===== config.mk =====
export PLATFORM = sky130hd
export DESIGN_NAME = unidad_logica_secuenciador
export DESIGN_NICKNAME = d
export VERILOG_FILES = /design/src/rtl/unidad_logica_secuenciador_pkg.sv /design/src/rtl/unidad_logica_secuenciador_prio_enc.sv /design/src/rtl/unidad_logica_secuenciador.sv
export SDC_FILE = /design/constraint.sdc
export NUM_CORES = 1
export LEC_CHECK = 0
export ABC_CLOCK_PERIOD_IN_PS = 1550
export CAP_MARGIN = 40
export CELL_PAD_IN_SITES_DETAIL_PLACEMENT = 0
export CELL_PAD_IN_SITES_GLOBAL_PLACEMENT = 1
export CORE_ASPECT_RATIO = 1.5
export CORE_MARGIN = 4
export CORE_UTILIZATION = 27
export DETAILED_ROUTE_END_ITERATION = 8
export GPL_TIMING_DRIVEN = 0
export PLACE_DENSITY_LB_ADDON = 0.1
export SLEW_MARGIN = 20
export SYNTH_ARGS = -nofsm -noshare
export SYNTH_HDL_FRONTEND = slang
export SYNTH_SLANG_ARGS = --single-unit

===== constraint.sdc =====
create_clock -name clk -period 1.55 [get_ports clk]
set_input_delay 0.31 -clock clk [delete_from_list [all_inputs] [get_ports clk]]
set_output_delay 0.31 -clock clk [all_outputs]
set_load 0.05 [all_outputs]

===== src/rtl/unidad_logica_secuenciador_pkg.sv =====
// Shared types and constants for the logic-unit sequencer.
package unidad_logica_secuenciador_pkg;

   localparam int unsigned LU_W     = 8;
   localparam int unsigned LU_ZW    = 16;
   localparam int unsigned LU_N_OPS = 6;
   localparam int unsigned LU_SEL_W = 3;

   typedef enum logic [1:0] {
      LU_ST_IDLE  = 2'd0,
      LU_ST_RUN   = 2'd1,
      LU_ST_DRAIN = 2'd2
   } lu_state_e;

   localparam logic [LU_SEL_W-1:0] LU_SEL_0 = 3'd0;
   localparam logic [LU_SEL_W-1:0] LU_SEL_1 = 3'd1;
   localparam logic [LU_SEL_W-1:0] LU_SEL_2 = 3'd2;
   localparam logic [LU_SEL_W-1:0] LU_SEL_3 = 3'd3;
   localparam logic [LU_SEL_W-1:0] LU_SEL_4 = 3'd4;
   localparam logic [LU_SEL_W-1:0] LU_SEL_5 = 3'd5;

   // One-hot mask bit for a select code; codes outside the op range map to zero.
   function automatic logic [LU_N_OPS-1:0] lu_sel_onehot(input logic [LU_SEL_W-1:0] sel);
      logic [LU_N_OPS-1:0] oh;
      oh = '0;
      for (int unsigned k = 0; k < LU_N_OPS; k++) begin
         oh[k] = (sel == LU_SEL_W'(k));
      end
      return oh;
   endfunction

endpackage


===== src/rtl/unidad_logica_secuenciador_prio_enc.sv =====
// Lowest-set-bit encoder: op mask -> select index plus "any bit set" flag.
module lu_sel_prio_enc
   import unidad_logica_secuenciador_pkg::*;
(
   input  logic [LU_N_OPS-1:0] mask_i,
   output logic [LU_SEL_W-1:0] idx_c_o,
   output logic                any_c_o
);

   // Scan high to low so the lowest set bit is the last one written.
   always_comb begin
      idx_c_o = '0;
      any_c_o = |mask_i;
      for (int k = int'(LU_N_OPS) - 1; k >= 0; k--) begin
         if (mask_i[k]) idx_c_o = LU_SEL_W'(k);
      end
   end

endmodule


===== src/rtl/unidad_logica_secuenciador.sv =====
// Sequencer driving the shared 6-op logic unit: accepts an operand triple plus
// op mask, steps the select through each requested op and streams the results.
module unidad_logica_secuenciador
   import unidad_logica_secuenciador_pkg::*;
(
   input  logic                clk,
   input  logic                rst_n,
   input  logic                in_valid,
   output logic                in_ready,
   input  logic [LU_W-1:0]     in_a,
   input  logic [LU_W-1:0]     in_b,
   input  logic [LU_W-1:0]     in_c,
   input  logic [LU_N_OPS-1:0] in_mask,
   output logic [LU_W-1:0]     lu_a,
   output logic [LU_W-1:0]     lu_b,
   output logic [LU_W-1:0]     lu_c,
   output logic [LU_SEL_W-1:0] lu_s,
   input  logic [LU_ZW-1:0]    lu_z,
   output logic                out_valid,
   input  logic                out_ready,
   output logic [LU_ZW-1:0]    out_z,
   output logic [LU_SEL_W-1:0] out_sel,
   output logic                out_last,
   output logic                done
);

   lu_state_e           state_q, state_d;
   logic [LU_W-1:0]     a_q, a_d, b_q, b_d, c_q, c_d;
   logic [LU_N_OPS-1:0] rem_q, rem_d;
   logic [LU_SEL_W-1:0] sel_q, sel_d;
   logic [LU_ZW-1:0]    z_q, z_d;
   logic [LU_SEL_W-1:0] osel_q, osel_d;
   logic                ovalid_q, ovalid_d;
   logic                last_q, last_d;
   logic                done_q, done_d;
   logic                irdy_q, irdy_d;

   logic [LU_N_OPS-1:0] rem_clr_c;
   logic [LU_N_OPS-1:0] enc_in_c;
   logic [LU_SEL_W-1:0] enc_idx_c;
   logic                enc_any_c;
   logic                capture_c;

   // In IDLE the encoder looks at the incoming mask; in RUN at what remains
   // once the op currently on lu_s is retired.
   assign rem_clr_c = rem_q & ~lu_sel_onehot(sel_q);
   assign enc_in_c  = (state_q == LU_ST_IDLE) ? in_mask : rem_clr_c;
   assign capture_c = !ovalid_q || out_ready;

   lu_sel_prio_enc u_prio_enc (
      .mask_i  (enc_in_c),
      .idx_c_o (enc_idx_c),
      .any_c_o (enc_any_c)
   );

   // Next-state and next-output logic.
   always_comb begin
      state_d  = state_q;
      a_d      = a_q;
      b_d      = b_q;
      c_d      = c_q;
      rem_d    = rem_q;
      sel_d    = sel_q;
      z_d      = z_q;
      osel_d   = osel_q;
      ovalid_d = ovalid_q;
      last_d   = last_q;
      done_d   = 1'b0;

      case (state_q)
         LU_ST_IDLE: begin
            if (in_valid && irdy_q) begin
               a_d   = in_a;
               b_d   = in_b;
               c_d   = in_c;
               rem_d = in_mask;
               sel_d = enc_idx_c;
               if (enc_any_c) state_d = LU_ST_RUN;
               else           done_d  = 1'b1;
            end
         end
         LU_ST_RUN: begin
            // Output slot free or draining this cycle: take the current result.
            if (capture_c) begin
               z_d      = lu_z;
               osel_d   = sel_q;
               ovalid_d = 1'b1;
               last_d   = !enc_any_c;
               rem_d    = rem_clr_c;
               if (enc_any_c) sel_d   = enc_idx_c;
               else           state_d = LU_ST_DRAIN;
            end
         end
         LU_ST_DRAIN: begin
            if (out_ready) begin
               ovalid_d = 1'b0;
               last_d   = 1'b0;
               done_d   = 1'b1;
               state_d  = LU_ST_IDLE;
            end
         end
         default: state_d = LU_ST_IDLE;
      endcase

      irdy_d = (state_d == LU_ST_IDLE);
   end

   // State and output registers with synchronous reset.
   always_ff @(posedge clk) begin
      if (!rst_n) begin
         state_q  <= LU_ST_IDLE;
         a_q      <= '0;
         b_q      <= '0;
         c_q      <= '0;
         rem_q    <= '0;
         sel_q    <= LU_SEL_0;
         z_q      <= '0;
         osel_q   <= LU_SEL_0;
         ovalid_q <= 1'b0;
         last_q   <= 1'b0;
         done_q   <= 1'b0;
         irdy_q   <= 1'b1;
      end else begin
         state_q  <= state_d;
         a_q      <= a_d;
         b_q      <= b_d;
         c_q      <= c_d;
         rem_q    <= rem_d;
         sel_q    <= sel_d;
         z_q      <= z_d;
         osel_q   <= osel_d;
         ovalid_q <= ovalid_d;
         last_q   <= last_d;
         done_q   <= done_d;
         irdy_q   <= irdy_d;
      end
   end

   assign in_ready  = irdy_q;
   assign lu_a      = a_q;
   assign lu_b      = b_q;
   assign lu_c      = c_q;
   assign lu_s      = sel_q;
   assign out_valid = ovalid_q;
   assign out_z     = z_q;
   assign out_sel   = osel_q;
   assign out_last  = last_q;
   assign done      = done_q;

endmodule


---- Yosys cells after proc, flatten, opt, wreduce, memory -nomap -nowiden ----
Cells that the tools add are included.
W data, S select, Z words.
word-level totals
  register bits after elaboration ......... 58
  bits of input ports ..................... 50
  output and inout port bits .............. 50
  logic and storage cells ................. 69
cells by class
  equal/unequal tests ..................... 11
  multiplexer cells ....................... 29
  bitwise operators ....................... 2
  reductions and logical operators ........ 15
operators by type and width
  kind                  count
  $mux W3               9
  $mux W6               3
  $pmux W6 S2           1
  $mux W2               5
  $and A6 B6 Y6         1
  $eq A3 B2 Y1 const B  2
  $eq A3 B3 Y1 const B  2
  $mux W1               6
  $ne A2 B2 Y1 const B  3
  $not A6 Y6            1
  $pmux W1 S2           3
  $pmux W2 S3           1
  $pmux W3 S2           1
  $reduce_and A3 Y1     2
  $reduce_or A6 Y1      1
  $logic_not A2 Y1      2
  $reduce_and A2 Y1     2
  $reduce_and A4 Y1     1
  $reduce_bool A2 Y1    2
  $eq A3 B1 Y1 const B  1
  $logic_not A3 Y1      1
  $eq A2 B1 Y1 const B  1
  $eq A2 B2 Y1 const B  1
  $logic_not A1 Y1      2
  other kinds (3)       3

---- Longest topological paths before layout ----
Gate-level depths: netlist (run 1).
  word-level depth ........................ 13
  mapped depth ............................ 6
  depth with buffers taken out ............ 5

---- Modules after synthesis ----
From an unflattened synthesis (run 1), not the netlist that was laid out.
unflattened totals
  cell total of the unflattened synthesis .. 302
  area total of the unflattened synthesis .. 2424.8 um^2
by module, submodules not included
  module                      instances  cells each  area an instance (um^2)  seq. area each (um^2)
  unidad_logica_secuenciador  1          292         2372.3                   1161.1
  lu_sel_prio_enc             1          10          52.6                     0.0

---- Worst setup path before layout (run 1) ----
OpenSTA, ideal clock, no wires.
  path type ............................... reg2reg
  start point ............................. register sel_q[0] (netlist: lu_s[0])
  end point ............................... register sel_q[1] (netlist: lu_s[1])
  setup time .............................. 0.072 ns
  arrival ................................. 1.769 ns
  required time ........................... 1.478 ns
  setup slack ............................. -0.291 ns
  cell stages (with the launch flop) ...... 7
  path buffers ............................ 1
  clock period less this slack ............ 1.841 ns
  path through ............................ dfxtp_1 > buf_2 > mux2i_1 > a21oi_1 > o21ai_0 > nor3b_4 > mux2i_1
between the ends
  word-level cells in the longest chain between the ends .. 12
  elaborated cells between the ends (all ways) .. 21
  classes of those cells .................. eq/ne: 6; mux: 10; bitwise: 2; reduce/logical: 3
ends and longest elaborated chain
  element                 RTL line                                   text
  start, declared         unidad_logica_secuenciador.sv:30           logic [LU_SEL_W-1:0] sel_q, sel_d;
  start signal, assigned  unidad_logica_secuenciador.sv:129          sel_q <= sel_d;
  $eq A3 B3 Y1            unidad_logica_secuenciador_pkg.sv:27       oh[k] = (sel == LU_SEL_W'(k));
  $not A6 Y6 *            unidad_logica_secuenciador.sv:46           assign rem_clr_c = rem_q & ~lu_sel_onehot(sel_q);
  $and A6 B6 Y6 *         unidad_logica_secuenciador.sv:46
  $mux W6 *               unidad_logica_secuenciador.sv:47           assign enc_in_c = (state_q == LU_ST_IDLE) ? in_mask : rem_clr_c;
  $mux W3 (5 in series)   unidad_logica_secuenciador_prio_enc.sv:15  if (mask_i[k]) idx_c_o = LU_SEL_W'(k);
  $mux W3                 unidad_logica_secuenciador.sv:90           if (enc_any_c) sel_d = enc_idx_c;
  $mux W3                 unidad_logica_secuenciador.sv:84           if (capture_c) begin
  $pmux W3 S2             unidad_logica_secuenciador.sv:70           case (state_q)
Every way passes the cells marked *; elsewhere a longest branch is shown, timed or not. The select of a mux whose other input is x is not followed.
A chain may end at the register's enable or synchronous reset.

---- Final worst setup path (run 1) ----
  start point ............................. register state_q[1]
  end point ............................... register sel_q[0] (netlist: lu_s[0])
between the ends
  word-level cells in the longest chain between the ends .. 11
  elaborated cells between the ends (all ways) .. 19
  classes of those cells .................. eq/ne: 4; mux: 11; reduce/logical: 4
ends and longest elaborated chain
  element                 RTL line                                                            text
  start, declared         unidad_logica_secuenciador.sv:27                                    lu_state_e state_q, state_d;
  start signal, assigned  unidad_logica_secuenciador.sv:124                                   state_q <= state_d;
  $logic_not A2 Y1        unidad_logica_secuenciador.sv:47, unidad_logica_secuenciador.sv:70
  $mux W6                 unidad_logica_secuenciador.sv:47
  $mux W3 (6 in series)   unidad_logica_secuenciador_prio_enc.sv:15
  $mux W3                 unidad_logica_secuenciador.sv:90
  $mux W3                 unidad_logica_secuenciador.sv:84
  $pmux W3 S2             unidad_logica_secuenciador.sv:70
Several ways; a longest one is shown, not always the timed one. The select of a mux whose other input is x is not followed.

==> summary.txt, run 1 <==
Worst setup path
  – Critical path's top delay family: simple AND/OR/NAND/NOR gates
  – Worst setup SP type: flop
  – Slowest cell on the critical path: dfxtp_4
  – Worst endpoint data arrival time: 1880 ps
  – Critical Path Sink Type: flop
  – CP cell instances: or2_4 -> or3_4 -> and4_4 -> nor3b_4 -> mux2i_1
  – CP max FO: 8
  – Worst path max stage delay: roughly 360 ps
  – Crit path kind: flop to flop
  – WP buf/inv: 0
  – WP data required: 1780 ps

Clocking
  – Clk sinks: 58
  – Max Root-Sink Buffers: 2
  – CTS Buf Count: 9
  – Worst skew pair latency: 320 ps
  – Root Buffer: clkbuf_16
  – TritonCTS clock tree: done
  – Post-CTS Hold Fix Bufs: 0
  – Clock transition at path regs: 50 ps
  – H-tree levels: 3

Die
  – Starting Density: ~28%
  – Die Ht: 124.1 um
  – Chip Width: 85.42 um
  – Cell Rows: 42
  – Ports: 100
  – Core area: 8776 um^2
  – Die ar.: between 10000 and 15000 um^2

Timing
  – Relative slew slack: between 60% and 70%
  – Final setup TNS: -142.7 ps
  – Worst-case clock skew: 5.084 ps
  – # setup viols final: 2
  – RSZ-0062 raised after global routing: true
  – Final hold violation count: 0
  – Setup WS post-layout: -93.06 ps
  – Worst slew pin tran: 521.7 ps
  – Fin crit share: 106.0%
  – Max Clock Freq: 608.6 MHz
  – Final min period: 1643 ps
  – Max-slew violations: 0

Routing
  – Drc violations: 0
  – Drt pass-1 iters: 4
  – First DRT Iteration DRCs: 57
  – Drt wl/cell: 14.31 um
  – ANT nets after route: 0
  – Total number of vias: 2484
  – Post-Route WL: 7656 um
  – Vias per std cell: 4.643

Hold path
  – Worst hold path class: flop to flop

Finish
  – Fraction of layout cells with a size suffix above 1: between 10 and 15%
  – Fin area: slightly below 4000 um^2
  – Fill cells: 924
  – Area grow syn2layout: 59.48%
  – Finished Layout Cells: 535
  – N_diodes: 0
  – Final net count: between 400 and 500

Placed design
  – Final HPWL DP: about 5800 um
  – Placement Setup Slack: -482.3 ps
  – DP Cell Count: 517
  – GP Congestion: ~0.85
  – Port Buffer Count: 99
  – Post-Place Cell Area: approximately 3600 um^2

Power and ir drop
  – Peak supply drop: 0.6594 mV
  – LEAKAGE: 1.626 nW
  – Overall power: between 5 and 6 mW
  – Cell Pwr Density: 1300 nW/um^2

Logic synthesis
  – Post-Syn Instances: 308
  – Post-synth cell types: 37
  – Largest cells by area after synthesis: dfxtp_1 48%, nand2_1 15%, a21oi_1 12%
  – Seq/Total Area, Yosys: roughly 48%
  – Netlist Area Pre-Place: 2427 um^2
  – Most frequent cell after synthesis: nand2_1
  – Syn Area/Cell: 7.881 um^2
  – Net count after synthesis: 358
  – Fraction of registers with async set/reset: 0%
  – Synth Register Bits: 58
  – Top FF cell, synth: dfxtp_1
  – Share of the synthesized area in the top cell type: 47.84%
  – Commonest cells post-synth: 98 x nand2_1, 58 x dfxtp_1, 57 x a21oi_1, 16 x nor2_1, 11 x clkbuf_1
  – Leading area contributor after synthesis: dfxtp_1
  – Number of flops mapped to enable cells by yosys: 0
  – Synth Warn #: 0

Global routing
  – Initial antenna violation count: 0
  – GRT overflow: 0
  – Largest net degree at the start of global routing: 11
  – First-pass GRT wire length: 12090 um
  – Vias in the first global route: 2431
  – Gr usage total: 14.59%

Flow run
  – Max Cap Viol: 0

Outcome
  – Failing checks: setup timing
  – Status: finished, violations left
per-layer routing:
layer / global-route usage [%] / wire (um)
met3: 4.169 / 393
met4: 5.446 / 95
met2: 25.92 / 4008
met1: 16.44 / 3157
met5: 0 / 0
state kept, by name, summed over array words and instances (netlist names), 2 cells and up:
name / flops
out_z: 16
lu_a: 8
lu_b: 8
lu_c: 8
rem_q: 6
lu_s: 3
out_sel: 3
state_q: 2
worst min-delay path, cell delays in order, from the launching register on:
cell and delay, ps:
dfxtp_1 300, nand2_1 50, a21oi_1 50
repair_timing:
action,CTS,global route
pin swaps,2,2
resized for setup,61,19
buffers inserted,2,1
endpoints found under the hold margin,0,0
cloned,0,0
endpoints found under the setup margin,104,52
layout make-up:
type	instances	area, um^2	share of cell area (%)
Buffer	19	127.6	3.297
Clock buffer	13	260.3	6.723
Clock inverter	2	12.51	0.3232
Inverter	2	7.507	0.1939
Multi-Input combinational cell	229	1186	30.64
Sequential cell	58	1180	30.48
Tap cell	110	137.6	3.555
Timing Repair Buffer	102	959.7	24.79
power breakdown:
part	switching [mW]	internal, mW
clock	0.641	1.16
sequential	0.103	1.64
combinational	0.941	0.549
total	1.69	3.35
path summary, 6_finish.rpt:
| path | startpoint | endpoint | slack, ps | cells past startpoint |
|---|---|---|---|---|
| hold reg to reg | lu_b[5]$_SDFFE_PN0P_ | lu_b[5]$_SDFFE_PN0P_ | 450 | 2 |
| hold / removal | lu_b[5]$_SDFFE_PN0P_ | lu_b[5]$_SDFFE_PN0P_ | 450 | 2 |
| setup / recovery | state_q[1]$_SDFF_PN0_ | lu_s[0]$_SDFFE_PN0P_ | -90 | 5 |
| setup reg to reg | state_q[1]$_SDFF_PN0_ | lu_s[0]$_SDFFE_PN0P_ | -90 | 5 |
cells by family (layout without fill, tap and decap cells):
logic type / count (synthesis) / in the layout / share of synthesized area [%]
and+or+nand+nor: 144 / 144 / 26.91
DFF: 58 / 58 / 47.83
muxes: 5 / 5 / 2.062
AOI/OAI and AO/OA: 80 / 80 / 18.45
buffers and inverters: 21 / 138 / 4.742
metrics by stage:
stage | util [%] | hold slack (ps)
after floorplan | - | 386.1
after global placement | 40.72 | 441.5
after detailed placement | 40.72 | 445.5
after CTS | 43.57 | 449.9
after global routing | 44.11 | 459.8
final | 44.11 | 446.6
cells in the final DEF (no fill, tap or decap), types with 3 or more instances in the layout:
| cell | instances |
|---|---|
| nand2_1 | 98 |
| nor2_1 | 15 |
| clkbuf_8 | 4 |
| nor3_1 | 3 |
| a22oi_1 | 4 |
| nor3b_1 | 3 |
| clkdlybuf4s50_1 | 48 |
| o31ai_1 | 4 |
| and2b_2 | 4 |
| dfxtp_2 | 3 |
| nand2b_1 | 3 |
| a21oi_1 | 55 |
| clkbuf_16 | 9 |
| dfxtp_1 | 51 |
| o21ai_0 | 9 |
| clkbuf_2 | 3 |
| dlygate4sd2_1 | 47 |
| clkbuf_1 | 8 |
| dfxtp_4 | 4 |
| mux2i_1 | 5 |
| buf_4 | 5 |
(Power assumes the default switching activity.)
==> inputs of run 2 (changes only) <==
Settings changed: CAP_MARGIN 40 to 20.
==> results of run 2 <==
Final layout, timing and power as in run 1 (identical DEF).
